--- config.mk ---
export PLATFORM = sky130hd
export DESIGN_NAME = aes_uart_cmd_sequencer
export DESIGN_NICKNAME = d
export VERILOG_FILES = /design/src/rtl/aes_uart_cmd_sequencer_pkg.sv /design/src/rtl/aes_uart_cmd_sequencer_serializer.sv /design/src/rtl/aes_uart_cmd_sequencer.sv
export SDC_FILE = /design/constraint.sdc
export NUM_CORES = 1
export LEC_CHECK = 0
export BUFFER_PORTS_ARGS = -buffer_cell sky130_fd_sc_hd__buf_2
export CAP_MARGIN = 10
export CORE_ASPECT_RATIO = 2
export CORE_MARGIN = 5
export CORE_UTILIZATION = 33
export DETAILED_ROUTE_END_ITERATION = 7
export GPL_TIMING_DRIVEN = 0
export PLACE_DENSITY = 0.59
export SYNTH_ARGS = -nofsm -noshare
export SYNTH_HDL_FRONTEND = slang
export SYNTH_SLANG_ARGS = --single-unit
--- constraint.sdc ---
create_clock -name clk -period 19.98 [get_ports clk]
set_clock_uncertainty 0.1 [all_clocks]
set_input_delay 1.998 -clock clk [delete_from_list [all_inputs] [get_ports clk]]
set_output_delay 1.998 -clock clk [all_outputs]
set_load 0.005 [all_outputs]
--- src/rtl/aes_uart_cmd_sequencer_pkg.sv ---
// Shared definitions for the AES UART command sequencer.
// Contents: sequencer state encoding, command byte codes, default status
// bytes and block-size constants.
package aes_uart_cmd_pkg;

    typedef enum logic [2:0] {
        ST_IDLE        = 3'd0,
        ST_LOAD_KEY    = 3'd1,
        ST_LOAD_PT     = 3'd2,
        ST_START       = 3'd3,
        ST_WAIT_AES    = 3'd4,
        ST_SEND_STATUS = 3'd5,
        ST_SEND_CT     = 3'd6
    } state_e;

    localparam logic [7:0] CMD_KEY     = 8'h4B;  // 'K'
    localparam logic [7:0] CMD_PT      = 8'h50;  // 'P'
    localparam logic [7:0] CMD_ENC     = 8'h45;  // 'E'
    localparam logic [7:0] ACK_DEFAULT = 8'h06;
    localparam logic [7:0] NAK_DEFAULT = 8'h15;

    localparam int         BLOCK_BYTES   = 16;
    localparam logic [3:0] LAST_BYTE_IDX = 4'(BLOCK_BYTES - 1);

endpackage

--- src/rtl/aes_uart_cmd_sequencer_serializer.sv ---
// byte_serializer128: loads a 128-bit word and emits it MSB-first, one byte
// per valid/ready handshake.
// Ports:
//   clk, reset            clock, asynchronous active-high reset
//   load, load_data       load pulse and the word to send (load wins over
//                         any handshake in the same cycle)
//   out_valid, out_data   current byte (data_q[127:120]) while busy
//   out_ready             consumer accepts the byte when out_valid && out_ready
//   done                  combinational pulse on the 16th handshake
module byte_serializer128
    import aes_uart_cmd_pkg::*;
(
    input  logic         clk,
    input  logic         reset,
    input  logic         load,
    input  logic [127:0] load_data,
    output logic         out_valid,
    output logic [7:0]   out_data,
    input  logic         out_ready,
    output logic         done
);

    logic [127:0] data_q, data_d;
    logic [3:0]   cnt_q, cnt_d;
    logic         busy_q, busy_d;

    always_comb begin
        data_d = data_q;
        cnt_d  = cnt_q;
        busy_d = busy_q;
        done   = 1'b0;
        if (load) begin
            data_d = load_data;
            cnt_d  = 4'd0;
            busy_d = 1'b1;
        end else if (busy_q && out_ready) begin
            data_d = {data_q[119:0], 8'h00};
            cnt_d  = cnt_q + 4'd1;
            if (cnt_q == LAST_BYTE_IDX) begin
                busy_d = 1'b0;
                done   = 1'b1;
            end
        end
    end

    always_ff @(posedge clk or posedge reset) begin
        if (reset) begin
            data_q <= '0;
            cnt_q  <= '0;
            busy_q <= 1'b0;
        end else begin
            data_q <= data_d;
            cnt_q  <= cnt_d;
            busy_q <= busy_d;
        end
    end

    assign out_valid = busy_q;
    assign out_data  = data_q[127:120];

endmodule

--- src/rtl/aes_uart_cmd_sequencer.sv ---
// aes_uart_cmd_sequencer: parses UART bytes into K/P/E commands, assembles
// the 128-bit key and plaintext, runs the AES core and returns a status byte
// (plus 16 ciphertext bytes after an encrypt) to the UART transmitter.
// Ports:
//   clk, reset              clock, asynchronous active-high reset
//   rx_byte, rx_done        received byte and its one-cycle strobe
//   key, pt                 committed key / plaintext
//   key_valid, pt_valid     sticky "committed since reset" flags
//   aes_start               one-cycle start pulse to the AES core
//   aes_done, ct            AES completion pulse and ciphertext (same cycle)
//   tx_data, tx_valid,      byte stream to the transmitter
//   tx_ready
//   err_timeout             pulse after an inter-byte timeout abort
//   err_overrun             pulse the cycle after a byte arrived while busy
//   dbg_state               current sequencer state
//
// Handshake: a byte moves on every rising edge where tx_valid && tx_ready.
// While tx_valid && !tx_ready, tx_valid and tx_data hold their values.
module aes_uart_cmd_sequencer
    import aes_uart_cmd_pkg::*;
#(
    parameter int         TIMEOUT_CYCLES = 1000000,
    parameter logic [7:0] ACK_BYTE       = ACK_DEFAULT,
    parameter logic [7:0] NAK_BYTE       = NAK_DEFAULT
) (
    input  logic         clk,
    input  logic         reset,
    input  logic [7:0]   rx_byte,
    input  logic         rx_done,
    output logic [127:0] key,
    output logic [127:0] pt,
    output logic         key_valid,
    output logic         pt_valid,
    output logic         aes_start,
    input  logic         aes_done,
    input  logic [127:0] ct,
    output logic [7:0]   tx_data,
    output logic         tx_valid,
    input  logic         tx_ready,
    output logic         err_timeout,
    output logic         err_overrun,
    output state_e       dbg_state
);

    localparam int            TW   = $clog2(TIMEOUT_CYCLES);
    localparam logic [TW-1:0] TMAX = TW'(TIMEOUT_CYCLES - 1);

    state_e         state_q, state_d;
    logic [3:0]     cnt_q, cnt_d;
    logic [TW-1:0]  timer_q, timer_d;
    logic [127:0]   shadow_q, shadow_d;
    logic [127:0]   key_q, key_d, pt_q, pt_d;
    logic           key_valid_q, key_valid_d, pt_valid_q, pt_valid_d;
    logic [7:0]     status_q, status_d;
    logic           err_timeout_q, err_timeout_d, err_overrun_q, err_overrun_d;

    logic           ser_load, ser_ready, ser_valid, ser_done;
    logic [7:0]     ser_data;

    // The serializer is loaded on aes_done, so it is already busy while the
    // status byte goes out; its busy flag doubles as "ciphertext pending".
    byte_serializer128 u_ser (
        .clk       (clk),
        .reset     (reset),
        .load      (ser_load),
        .load_data (ct),
        .out_valid (ser_valid),
        .out_data  (ser_data),
        .out_ready (ser_ready),
        .done      (ser_done)
    );

    always_comb begin
        state_d       = state_q;
        cnt_d         = cnt_q;
        timer_d       = timer_q;
        shadow_d      = shadow_q;
        key_d         = key_q;
        pt_d          = pt_q;
        key_valid_d   = key_valid_q;
        pt_valid_d    = pt_valid_q;
        status_d      = status_q;
        err_timeout_d = 1'b0;
        err_overrun_d = 1'b0;
        ser_load      = 1'b0;
        ser_ready     = 1'b0;
        aes_start     = 1'b0;
        tx_valid      = 1'b0;
        tx_data       = 8'h00;

        case (state_q)
            ST_IDLE: begin
                if (rx_done) begin
                    cnt_d    = 4'd0;
                    timer_d  = '0;
                    shadow_d = '0;
                    case (rx_byte)
                        CMD_KEY: state_d = ST_LOAD_KEY;
                        CMD_PT:  state_d = ST_LOAD_PT;
                        CMD_ENC: begin
                            if (key_valid_q && pt_valid_q) begin
                                state_d = ST_START;
                            end else begin
                                status_d = NAK_BYTE;
                                state_d  = ST_SEND_STATUS;
                            end
                        end
                        default: begin
                            status_d = NAK_BYTE;
                            state_d  = ST_SEND_STATUS;
                        end
                    endcase
                end
            end
            ST_LOAD_KEY, ST_LOAD_PT: begin
                // A byte arriving on the expiry cycle is still accepted.
                if (rx_done) begin
                    shadow_d = {shadow_q[119:0], rx_byte};
                    timer_d  = '0;
                    cnt_d    = cnt_q + 4'd1;
                    if (cnt_q == LAST_BYTE_IDX) begin
                        if (state_q == ST_LOAD_KEY) begin
                            key_d       = shadow_d;
                            key_valid_d = 1'b1;
                        end else begin
                            pt_d       = shadow_d;
                            pt_valid_d = 1'b1;
                        end
                        status_d = ACK_BYTE;
                        state_d  = ST_SEND_STATUS;
                    end
                end else if (timer_q == TMAX) begin
                    err_timeout_d = 1'b1;
                    shadow_d      = '0;
                    state_d       = ST_IDLE;
                end else begin
                    timer_d = timer_q + TW'(1);
                end
            end
            ST_START: begin
                aes_start = 1'b1;
                state_d   = ST_WAIT_AES;
            end
            ST_WAIT_AES: begin
                if (aes_done) begin
                    ser_load = 1'b1;
                    status_d = ACK_BYTE;
                    state_d  = ST_SEND_STATUS;
                end
            end
            ST_SEND_STATUS: begin
                tx_valid = 1'b1;
                tx_data  = status_q;
                if (tx_ready) begin
                    state_d = ser_valid ? ST_SEND_CT : ST_IDLE;
                end
            end
            ST_SEND_CT: begin
                tx_valid  = ser_valid;
                tx_data   = ser_data;
                ser_ready = tx_ready;
                if (ser_done) begin
                    state_d = ST_IDLE;
                end
            end
            default: state_d = ST_IDLE;
        endcase

        if (rx_done && (state_q == ST_START || state_q == ST_WAIT_AES ||
                        state_q == ST_SEND_STATUS || state_q == ST_SEND_CT)) begin
            err_overrun_d = 1'b1;
        end
    end

    always_ff @(posedge clk or posedge reset) begin
        if (reset) begin
            state_q       <= ST_IDLE;
            cnt_q         <= '0;
            timer_q       <= '0;
            shadow_q      <= '0;
            key_q         <= '0;
            pt_q          <= '0;
            key_valid_q   <= 1'b0;
            pt_valid_q    <= 1'b0;
            status_q      <= '0;
            err_timeout_q <= 1'b0;
            err_overrun_q <= 1'b0;
        end else begin
            state_q       <= state_d;
            cnt_q         <= cnt_d;
            timer_q       <= timer_d;
            shadow_q      <= shadow_d;
            key_q         <= key_d;
            pt_q          <= pt_d;
            key_valid_q   <= key_valid_d;
            pt_valid_q    <= pt_valid_d;
            status_q      <= status_d;
            err_timeout_q <= err_timeout_d;
            err_overrun_q <= err_overrun_d;
        end
    end

    assign key         = key_q;
    assign pt          = pt_q;
    assign key_valid   = key_valid_q;
    assign pt_valid    = pt_valid_q;
    assign err_timeout = err_timeout_q;
    assign err_overrun = err_overrun_q;
    assign dbg_state   = state_q;

endmodule
### Word level (Yosys, flattened, before mapping)

Cells that the tools add are included.

* register bits: 548
* output and inout port bits: 273
* word-level logic and storage cells: 111

* add/subtract/negate cells: 3
* equality and inequality tests: 23
* muxes and demuxes: 49
* bitwise gates (word level): 1
* reduce and logical (&&, ||, !) cells: 21

Operators with widths (number)
* $mux 120: 3
* $mux 128: 2
* $pmux 120 s2: 1
* $mux 20: 3
* $mux 8: 5
* $pmux 20 s2: 1
* $pmux 8 s2: 2
* $mux 3: 9
* $eq 8x7->1 const B: 3
* $pmux 8 s3: 1
* $add 20x1->20 const B: 1
* $eq 20x20->1 const B: 1
* $pmux 3 s6: 1
* $mux 4: 4
* $mux 1: 14
* $ne 2x2->1 const B: 7
* $ne 3x3->1 const B: 4
* $eq 3x3->1 const B: 3
* $pmux 3 s3: 1
* $reduce_and 3->1: 3
* $add 4x1->4 const B: 2
* $eq 4x4->1 const B: 2
* $pmux 4 s2: 1
* $reduce_and 4->1: 2
* 13 further kinds: 21

### Longest topological paths before layout

* depth after elaboration: 7
* depth in mapped cells: 8
* mapped depth without buffers: 6

### Modules after synthesis

Synthesis repeated with hierarchy kept, for this count alone.

* cell total of the unflattened synthesis: 1643
* area total of the unflattened synthesis: 21942.3 sq um

Modules (own cells, without submodules)
* aes_uart_cmd_sequencer: instances 1, cells each 1056, area an instance 15882.7 sq um, sequential area each 10259.8 sq um
* byte_serializer128: instances 1, cells each 587, area an instance 6059.6 sq um, sequential area each 3328.2 sq um

### Least setup slack after synthesis

Ideal clock, no wire load.

* path kind: input -> register
* start point: input rx_byte[5]
* end point: register status_q[0]
* data arrival time: 3.452 ns
* data required time: 19.755 ns
* path slack: 16.304 ns
* stages: 5
* cell sequence: or3b_1 > or4_1 > a31o_2 > o21ai_2 > mux2_2

* cells in the longest elaborated chain, start to end: 5
* elaborated cells between the ends (all ways): 10
* those cells by class: 5 x eq/ne; 3 x mux; 2 x reduce/logical

Ends and longest elaborated chain
* start: declaration: RTL line aes_uart_cmd_sequencer.sv:28 `input logic [7:0] rx_byte,`
* $eq 8x7->1: RTL line aes_uart_cmd_sequencer.sv:97 `case (rx_byte)`
* $reduce_or 2->1 (no source line)
* $pmux 8 s2: RTL line aes_uart_cmd_sequencer.sv:97
* $mux 8: RTL line aes_uart_cmd_sequencer.sv:93 `if (rx_done) begin`
* $pmux 8 s3: RTL line aes_uart_cmd_sequencer.sv:91 `case (state_q)`
* end signal: assignment: RTL line aes_uart_cmd_sequencer.sv:197 `status_q <= status_d;`
* end: declaration: RTL line aes_uart_cmd_sequencer.sv:54 `logic [7:0] status_q, status_d;`

Parallel ways exist; a longest one is shown, timed or not. The select of a mux whose other input is x is not followed.
A chain may end at the register's enable or synchronous reset.

### Worst setup path in the final report

* start point: register state_q[2] (netlist: dbg_state[2])
* end point: output tx_data[4]

* cells in the longest elaborated chain, start to end: 2
* elaborated cells between the ends (all ways): 3
* those cells by class: 2 x eq/ne; 1 x mux

Ends and longest elaborated chain
* start: declaration: RTL line aes_uart_cmd_sequencer.sv:48 `state_e state_q, state_d;`
* start signal: assignment: RTL line aes_uart_cmd_sequencer.sv:189 `state_q <= state_d;`
* $eq 3x3->1: RTL line aes_uart_cmd_sequencer.sv:91
* $pmux 8 s2 (*): RTL line aes_uart_cmd_sequencer.sv:91
* end: declaration: RTL line aes_uart_cmd_sequencer.sv:37 `output logic [7:0] tx_data,`

Mark *: on every way between the ends. The rest lies on a longest branch, timed or not.

==> qor.txt <==
RD Place Congestion: 0.877
final setup TNS: 0 ns
synth top area cells: dfrtp_1 62%, mux2_2 12%, mux2i_1 5.5%
max-cap violation count: 0
Sequential Power Share: 46.6%
Final Cycle Share: 21.2%
worst endpoint required time: 17.88 ns
Fin. Hold Viols: 0
Synth warnings: 0
placed cell count: 2926
initial antenna violation count: 11
Async S/R FF share, synth: 100%
hold slack final: 0.380 ns
WL/cell: 22.0 microns
switching share of power: 30.6%
Compound-Gate Fraction of Synth Area: 9.59%
Iter 0 DRT Violations: 616
largest net degree at the start of global routing: 136
nets@finish: 2238
Die Ht: 375 microns
number of synthesized flops with an enable pin: 0
DR vias/cell: 4.93
xor and xnor area share after synthesis: 0.676%
Combinational Power Share: 19.1%
flop-to-flop setup slack: 17.21 ns
CTS root buf: clkbuf_16
CTS Hold Bufs: 0
IO buf count: 413
die area: 72400 sq um
DR DRC count: 0
Switch Pwr: 902 uW
pre-CTS WS: 15.55 ns
Mapped Cells: 1625
CTS Sinks: 543
FF+latch count, synth: 543
post-synth design cell area: 22000 sq um
Slew Limit Fails: 0
Post-Syn Area per Cell: 13.6 sq um
multiplexer share of the synthesized area: 18.8%
post-synth net total: 1769
Final ANT Viol Nets: 0
post-CTS setup buffers: 0
Highest Clock Rate: 0.236 GHz
P&R area growth vs syn: 22.8%
Synth area leader: dfrtp_1
H-tree levels: 2
1st-pass router iterations: 4
max_slew headroom: 47.3%
Finish-stage setup viols: 0
met2 usage: 32.9%
clock transition at the registers of the reported paths: 0.07 ns
worst hold path class: reg2reg
simple-gate area share of the yosys netlist: 5.62%
Inserted Clock Buffers: 50
Int Pwr: 2.05 mW
pwr dens: 109 nW/um^2
clock network power share: 34.3%
ys flop type: dfrtp_1
core box area: 66600 sq um
TritonCTS clock tree: yes
Crit. End Element: output pin
Clock Latency Late Sink: 0.60 ns
leak pwr: 13.7 nW
slack of the critical path: 15.74 ns
Data arrival, critical path: 2.14 ns
number of global-route vias before repair: 16200
I/O Pins: 414
initial core utilization: 33.1%
Post-Route WL: 66.6 mm
Worst-Margin Slew: 0.790 ns
vias after detailed routing: 14900
Max clock buf depth: 3
Non-Filler Instances: 3021
VDD IR max: 0.0963 mV
PostCTS Resize Cnt: 0
critical path type: reg2out
Synth top area share: 61.7%
Global Route Usage Sum: 18.1%
Synth Area in Adders: 0.307%
Synth top cells by count: 543 x dfrtp_1, 235 x mux2_2, 156 x nand2_1
GRT met3 Usage: 5.63%
post-DP HPWL: 51.6 mm
main combinational cell family by area after synthesis: multiplexers
CP Max Fanout: 10
sequential fraction of the synthesis area: 61.7%
status: finished, final reports clean
share of cells above drive strength 1: 38.5%
RSZ-0062 raised after global routing: no
met1 Use GR: 19.8%
most numerous cell in the Yosys netlist: dfrtp_1
Tmin final: 4.24 ns
GRT Max-Usage Layer: met2
row count: 134
count of different cell masters after synthesis: 63
startpoint types: flop
first-pass GRT wire length: 101 mm
DIE WIDTH: 193 microns
grt total ovfl: 0
## critical path: stages (launching register included)
cell and delay, ns:
dfrtp_1 0.39, clkbuf_8 0.18, clkbuf_8 0.17, clkbuf_1 0.34, a21boi_0 0.24, buf_2 0.21
## placed cells by master, fill, tap and decap left out, drive strengths merged, types with 11 or more instances in the layout
cell type,synthesis,routed
mux2i,122,122
dfrtp,543,543
clkbuf,41,114
mux2,259,259
a21oi,12,12
o21ai,142,142
a22o,121,121
nand3,15,15
nand2,156,156
nor2,30,30
xor2,12,12
buf,68,485
inv,6,11
and3,12,12
## power by group through the flow
stage | clock [mW] | combinational [mW] | sequential [mW]
6_report | 1.01 | 0.563 | 1.38
3_5_place_dp | 0 | 0.571 | 1.40
2_1_floorplan | 0 | 0.402 | 1.34
4_1_cts | 1.05 | 0.572 | 1.38
5_1_grt | 1.08 | 0.629 | 1.40
3_3_place_gp | 0 | 0.554 | 1.39
## cell type report
| cell class | count | area, sq um |
|---|---|---|
| fillers | 6383 | 39500 |
| flip-flops and latches | 543 | 13600 |
| multi-input cells | 967 | 7710 |
| repair buffers | 417 | 2180 |
| clock buffers | 73 | 1450 |
| well taps | 884 | 1110 |
| plain buffers | 109 | 719 |
| clock inverters | 17 | 273 |
| inverters | 6 | 30.0 |
| diodes | 5 | 12.5 |
## flip-flops by register name (all words and copies together), names as in the netlist
signal           count
key_valid            1
cnt_q                4
status_q             3
u_ser.data_q       128
key                128
err_timeout          1
pt                 128
u_ser.cnt_q          4
u_ser.out_valid      1
dbg_state            3
timer_q             20
err_overrun          1
pt_valid             1
shadow_q           120
## cells by family after synthesis
logic type / count (synthesis)
simple gates: 261
flops: 543
buf+inv: 115
xor+xnor: 17
mux: 381
fa+ha+maj: 6
compound gates: 302
## per-stage QoR
step                utilization [%]  area, sq um  power [mW]
floorplan                         -        22000        1.74
global placement               37.9        25200        1.95
detailed placement             38.1        25300        1.97
CTS                            40.6        27000        3.00
global route                   40.6        27000        3.11
finish                         40.7        27100        2.95
## final timing paths
kind,startpoint,endpoint,cells past startpoint
worst max-delay path,dbg_state[2],tx_data[4],5
worst min-delay path,status_q[2],status_q[2],1
worst max register to register,dbg_state[0],u_ser.data_q[16],8
worst min register to register,status_q[2],status_q[2],1
max in group asynchronous,reset,pt[7],5
min in group asynchronous,reset,err_timeout,2
## routing by layer
layer  wire length (microns)  vias to the layer above
li1                        -                     6750
met1                   24000                     7516
met2                   34300                      511
met3                    6120                       96
met4                    2080                       10
met5                      58                        -
(Power assumes the default switching activity.)
